File: config.mk
export PLATFORM = sky130hd
export DESIGN_NAME = decrypt_key_sched
export DESIGN_NICKNAME = d
export VERILOG_FILES = /design/src/rtl/decrypt_key_sched.sv
export SDC_FILE = /design/constraint.sdc
export NUM_CORES = 2
export LEC_CHECK = 0
export BUFFER_PORTS_ARGS = -buffer_cell sky130_fd_sc_hd__buf_2
export CAP_MARGIN = 20
export CELL_PAD_IN_SITES_DETAIL_PLACEMENT = 0
export CELL_PAD_IN_SITES_GLOBAL_PLACEMENT = 2
export CORE_MARGIN = 1.5
export CORE_UTILIZATION = 47
export CTS_BUF_LIST = sky130_fd_sc_hd__clkbuf_8 sky130_fd_sc_hd__clkbuf_16
export DETAILED_ROUTE_END_ITERATION = 8
export PLACE_DENSITY = 0.95
export SETUP_SLACK_MARGIN = 0.1
export SYNTH_ARGS = -nofsm -noshare
export SYNTH_HDL_FRONTEND = slang
export SYNTH_SLANG_ARGS = --single-unit
File: constraint.sdc
create_clock -name clk -period 27.5 [get_ports clk]
set_input_delay 1.375 -clock clk [delete_from_list [all_inputs] [get_ports clk]]
set_output_delay 1.375 -clock clk [all_outputs]
set_load 0.01 [all_outputs]
File: src/rtl/decrypt_key_sched.sv
// AES-128 round-key expander and reverse (rk10..rk0) streamer for the inverse-cipher rounds.
// Latency: accept to keys_done is 10 cycles; rk_start/rk_next to rk_out is 1 cycle; no backpressure: key_ready=0 while expanding.
module aes_sbox (
  input  logic [7:0] addr,
  output logic [7:0] data
);

  function automatic logic [7:0] gf_mul(input logic [7:0] a, input logic [7:0] b);
    logic [7:0] p;
    logic [7:0] aa;
    p  = 8'h00;
    aa = a;
    for (int i = 0; i < 8; i++) begin
      if (b[i]) p = p ^ aa;
      aa = {aa[6:0], 1'b0} ^ (aa[7] ? 8'h1b : 8'h00);
    end
    return p;
  endfunction

  // Multiplicative inverse as x^254 (maps 0 to 0), then the forward affine transform.
  always_comb begin
    logic [7:0] t;
    logic [7:0] r;
    t = addr;
    r = 8'h01;
    for (int i = 0; i < 7; i++) begin
      t = gf_mul(t, t);
      r = gf_mul(r, t);
    end
    data = r ^ {r[6:0], r[7]} ^ {r[5:0], r[7:6]} ^ {r[4:0], r[7:5]} ^ {r[3:0], r[7:4]} ^ 8'h63;
  end

endmodule

module decrypt_key_sched #(
  parameter int NR    = 10,
  parameter int IDX_W = 4
) (
  input  logic             clk,
  input  logic             rst,
  input  logic             key_valid,
  input  logic [127:0]     key_in,
  output logic             key_ready,
  output logic             keys_done,
  input  logic             rk_start,
  input  logic             rk_next,
  output logic             rk_valid,
  output logic [127:0]     rk_out,
  output logic [IDX_W-1:0] rk_idx,
  output logic             rk_last
);

  typedef enum logic [1:0] {IDLE, EXPAND, LOADED} state_t;

  localparam logic [IDX_W-1:0] LAST_IDX = IDX_W'(NR);
  localparam logic [IDX_W-1:0] ONE      = IDX_W'(1);

  state_t           state, state_nxt;
  logic [127:0]     rk_mem [0:NR];
  logic [127:0]     cur_key;
  logic [127:0]     nxt_key;
  logic [7:0]       rcon;
  logic [IDX_W-1:0] cnt;
  logic             accept;
  logic [31:0]      rot_w, sub_w, t_w;
  logic [31:0]      w0, w1, w2, w3;

  assign accept = key_valid && key_ready;

  // cur_key always mirrors rk[cnt-1], so the next key never needs a memory read.
  assign rot_w = {cur_key[23:0], cur_key[31:24]};

  for (genvar g = 0; g < 4; g++) begin : g_sbox
    aes_sbox u_sbox (
      .addr(rot_w[8*g +: 8]),
      .data(sub_w[8*g +: 8])
    );
  end

  assign t_w     = sub_w ^ {rcon, 24'h000000};
  assign w0      = cur_key[127:96] ^ t_w;
  assign w1      = cur_key[95:64]  ^ w0;
  assign w2      = cur_key[63:32]  ^ w1;
  assign w3      = cur_key[31:0]   ^ w2;
  assign nxt_key = {w0, w1, w2, w3};

  always_ff @(posedge clk) begin
    if (rst) state <= IDLE;
    else     state <= state_nxt;
  end

  always_comb begin
    state_nxt = state;
    key_ready = (state != EXPAND);
    keys_done = (state == LOADED);
    case (state)
      IDLE, LOADED: if (key_valid) state_nxt = EXPAND;
      EXPAND:       if (cnt == LAST_IDX) state_nxt = LOADED;
      default:      state_nxt = IDLE;
    endcase
  end

  always_ff @(posedge clk) begin
    if (accept) begin
      rk_mem[0] <= key_in;
      cur_key   <= key_in;
      rcon      <= 8'h01;
      cnt       <= ONE;
    end else if (state == EXPAND) begin
      rk_mem[cnt] <= nxt_key;
      cur_key     <= nxt_key;
      rcon        <= {rcon[6:0], 1'b0} ^ (rcon[7] ? 8'h1b : 8'h00);
      cnt         <= cnt + ONE;
    end
  end

  // A new key outranks any stream request in the same cycle.
  always_ff @(posedge clk) begin
    if (rst) begin
      rk_valid <= 1'b0;
      rk_out   <= '0;
      rk_idx   <= '0;
    end else if (accept) begin
      rk_valid <= 1'b0;
    end else if (state == LOADED && rk_start) begin
      rk_valid <= 1'b1;
      rk_out   <= rk_mem[NR];
      rk_idx   <= LAST_IDX;
    end else if (rk_next && rk_valid) begin
      if (rk_idx != '0) begin
        rk_idx <= rk_idx - ONE;
        rk_out <= rk_mem[rk_idx - ONE];
      end else begin
        rk_valid <= 1'b0;
      end
    end
  end

  assign rk_last = rk_valid && (rk_idx == '0);

endmodule

==> out/metrics.cfg <==
[clock_tree]
clock_latency_ps=800
cts.hold.buffers_added=0
root_buffer=clkbuf_16
post_cts_buffers=0
cts_buffers=145
cts.sinks=1683
ctsHtreeMaxLevel=4
cts_tree=yes
path_clk_slew_ps=60
cts-resized-gates=0
max-clock-path-buffers=3

[floorplanning]
die_height_um=519
ios=269
dieArea_um2=270000
start_util_pct=47.2
coreArea_um2=265000
row_count=189
die_w_um=519

[logic_synthesis]
syn-mean-instance-area_um2=10.5
yosys_register_bits=1683
syn_nets=12109
synth_cells=11953
synth_cell_types=122
yosys_warnings=0
synth-edff-count=1536
ys_seq_area_share_pct=39.2
syn-cell-area_um2=125000
synthArstFlopShare_pct=0
synth_flop_cell=edfxtp_1

[route]
drt_iter0_drc=11101
wl_um=392000
vias_per_cell=6.11
vias=95568
wl_per_cell_um=25.1
drc=64
drt.antenna.violating_nets=0
firstDrtPassIters=8

[finish]
layout-drive-gt1-share_pct=13.0
final_common_cell=xnor2_1
most-common-layout-cells=xnor2_1, nor2_1, edfxtp_1, nand2_1, a21oi_1
layout.nets=12107
fill_cells=23036
area_growth_pct=8.68

[worst_setup_path]
crit_top_cell=xnor3_1
critPathMaxStageDelay_ps=930
cp_slowest_cell=o41ai_2
crit_required_ps=27910
start_kind=register
path_class=reg -> reg
worstPathMaxFanout=18
crit_path_end_kind=register
arrival_ps=20830

[placement]
hpwlAfterDp_um=264000
gp_congestion=0.921
io_buffers=268

[timing]
final.period_utilization_pct=74.2
hold_viol=0
rsz0062_at_grt=no
worst_pin_slew_ps=1190
tns_ps=0
finalSetupViolCount=0
fmaxAchievable_ghz=0.0490
min_period_ps=20420
slew_violations=0
max_slew_margin_pct=20.8
clock_skew_ps=42.0

[global_route]
grt_use_total_pct=28.1
globalRouteMet2Util_pct=45.2
grt_pass1_wl_um=585000
grt_pass1_vias=90722
grt_start_max_net_pins=150
met3_usage_pct=3.29
grt_overflow=0
grt-busiest-layer=met2
grtUsageMet1_pct=38.6
antenna_found_initial=51

[worst_hold_path]
min_path_type=reg -> reg

[flow_run]
maxCapViolCount=0

[status]
status=finished with violations
violations=DRC

## metal layers
layer  part of all wire [%]  up-vias
li1                       -    43227
met1                     41    47238
met2                     47     4475
met3                    7.7      618
met4                    4.2       10
met5                  0.016        -
## sequential cells by signal, indices dropped and copies added (netlist names)
register  flops
rk_out      128
rk_valid      1
cnt           4
cur_key     128
state         2
rk_mem     1408
rcon          8
rk_idx        4
## logic make-up (layout without fill, tap and decap cells)
logic type               count (synthesis)  count (layout)  share of synthesized area [%]
AO/OA/AOI/OAI                         2349            2349                           12.0
XOR/XNOR                              2700            2700                           25.0
adder cells (fa/ha/maj)                 24              24                          0.238
buffers and inverters                  942            1060                           3.25
flip-flops                            1683            1683                           39.2
multiplexers                           681             681                           8.10
other                                    0              35                              0
AND/OR/NAND/NOR                       3574            3574                           12.2
## cells in the mapped netlist (all sizes together) (17+ instances only)
cell / n / area (µm²)
a2111oi: 65 / 582
a211o: 22 / 193
a211oi: 153 / 1150
a21o: 23 / 173
a21oi: 612 / 3070
a221oi: 30 / 275
a22oi: 139 / 1050
a311oi: 23 / 201
a31oi: 78 / 503
a32oi: 32 / 295
and2: 44 / 275
and3: 55 / 344
buf: 302 / 1640
clkbuf: 539 / 2040
dfxtp: 147 / 2940
edfxtp: 1536 / 46100
ha: 23 / 288
inv: 89 / 334
mux2: 55 / 619
mux2i: 367 / 3690
mux4: 259 / 5830
nand2: 1102 / 4140
nand2b: 60 / 375
nand3: 168 / 841
nand4: 24 / 150
nor2: 1556 / 5860
nor2b: 50 / 318
nor3: 307 / 1550
nor3b: 33 / 253
nor4: 44 / 275
o2111ai: 17 / 149
o211ai: 114 / 861
o21a: 23 / 173
o21ai: 573 / 2870
o221ai: 37 / 324
o22ai: 206 / 1290
o31ai: 24 / 185
o32ai: 28 / 253
or2: 39 / 244
or3: 41 / 262
xnor2: 1721 / 16000
xnor3: 421 / 9520
xor2: 518 / 4890
xor3: 40 / 955
## critical path: cells and delay by family (launching register included)
family,cells,cell delay [ps]
buffers and inverters,2,410
AOI/OAI and AO/OA,9,2360
xor gates and xnor gates,29,13670
DFF,1,710
and+or+nand+nor,5,1060
muxes,3,940
adders and majority gates,2,830
## metrics by stage
stage	cell area, µm²	util (%)	hold slack (ps)	cells	setup WS (ps)
after floorplan	125000	-	443	11953	11660
after global placement	131000	49.4	480	15315	8090
after detailed placement	131000	49.4	478	15317	7440
after CTS	136000	51.2	489	15584	7250
after global routing	136000	51.3	510	15631	5860
final	136000	51.3	487	15639	7080
## area by class of cell
class,instances,area [µm²],share of cell area (%)
clock buffer,162,3920,2.88
inverter,98,375,0.276
timing repair buffer,695,4630,3.40
antenna,35,87.6,0.0644
multi-input combinational,9328,72700,53.4
tap,3533,4420,3.25
clock inverter,105,907,0.667
sequential,1683,49100,36.1
## final timing paths
path	cells past startpoint	end	slack, ps	startpoint
max	50	rk_mem[3][22]	7080	cur_key[15]
min reg2reg	2	rcon[5]	490	rcon[4]
max reg2reg	50	rk_mem[3][22]	7080	cur_key[15]
min	2	rcon[5]	490	rcon[4]
Power is not shown: default switching activity piles up to over one toggle a cycle in this logic, so the estimate is an artifact.
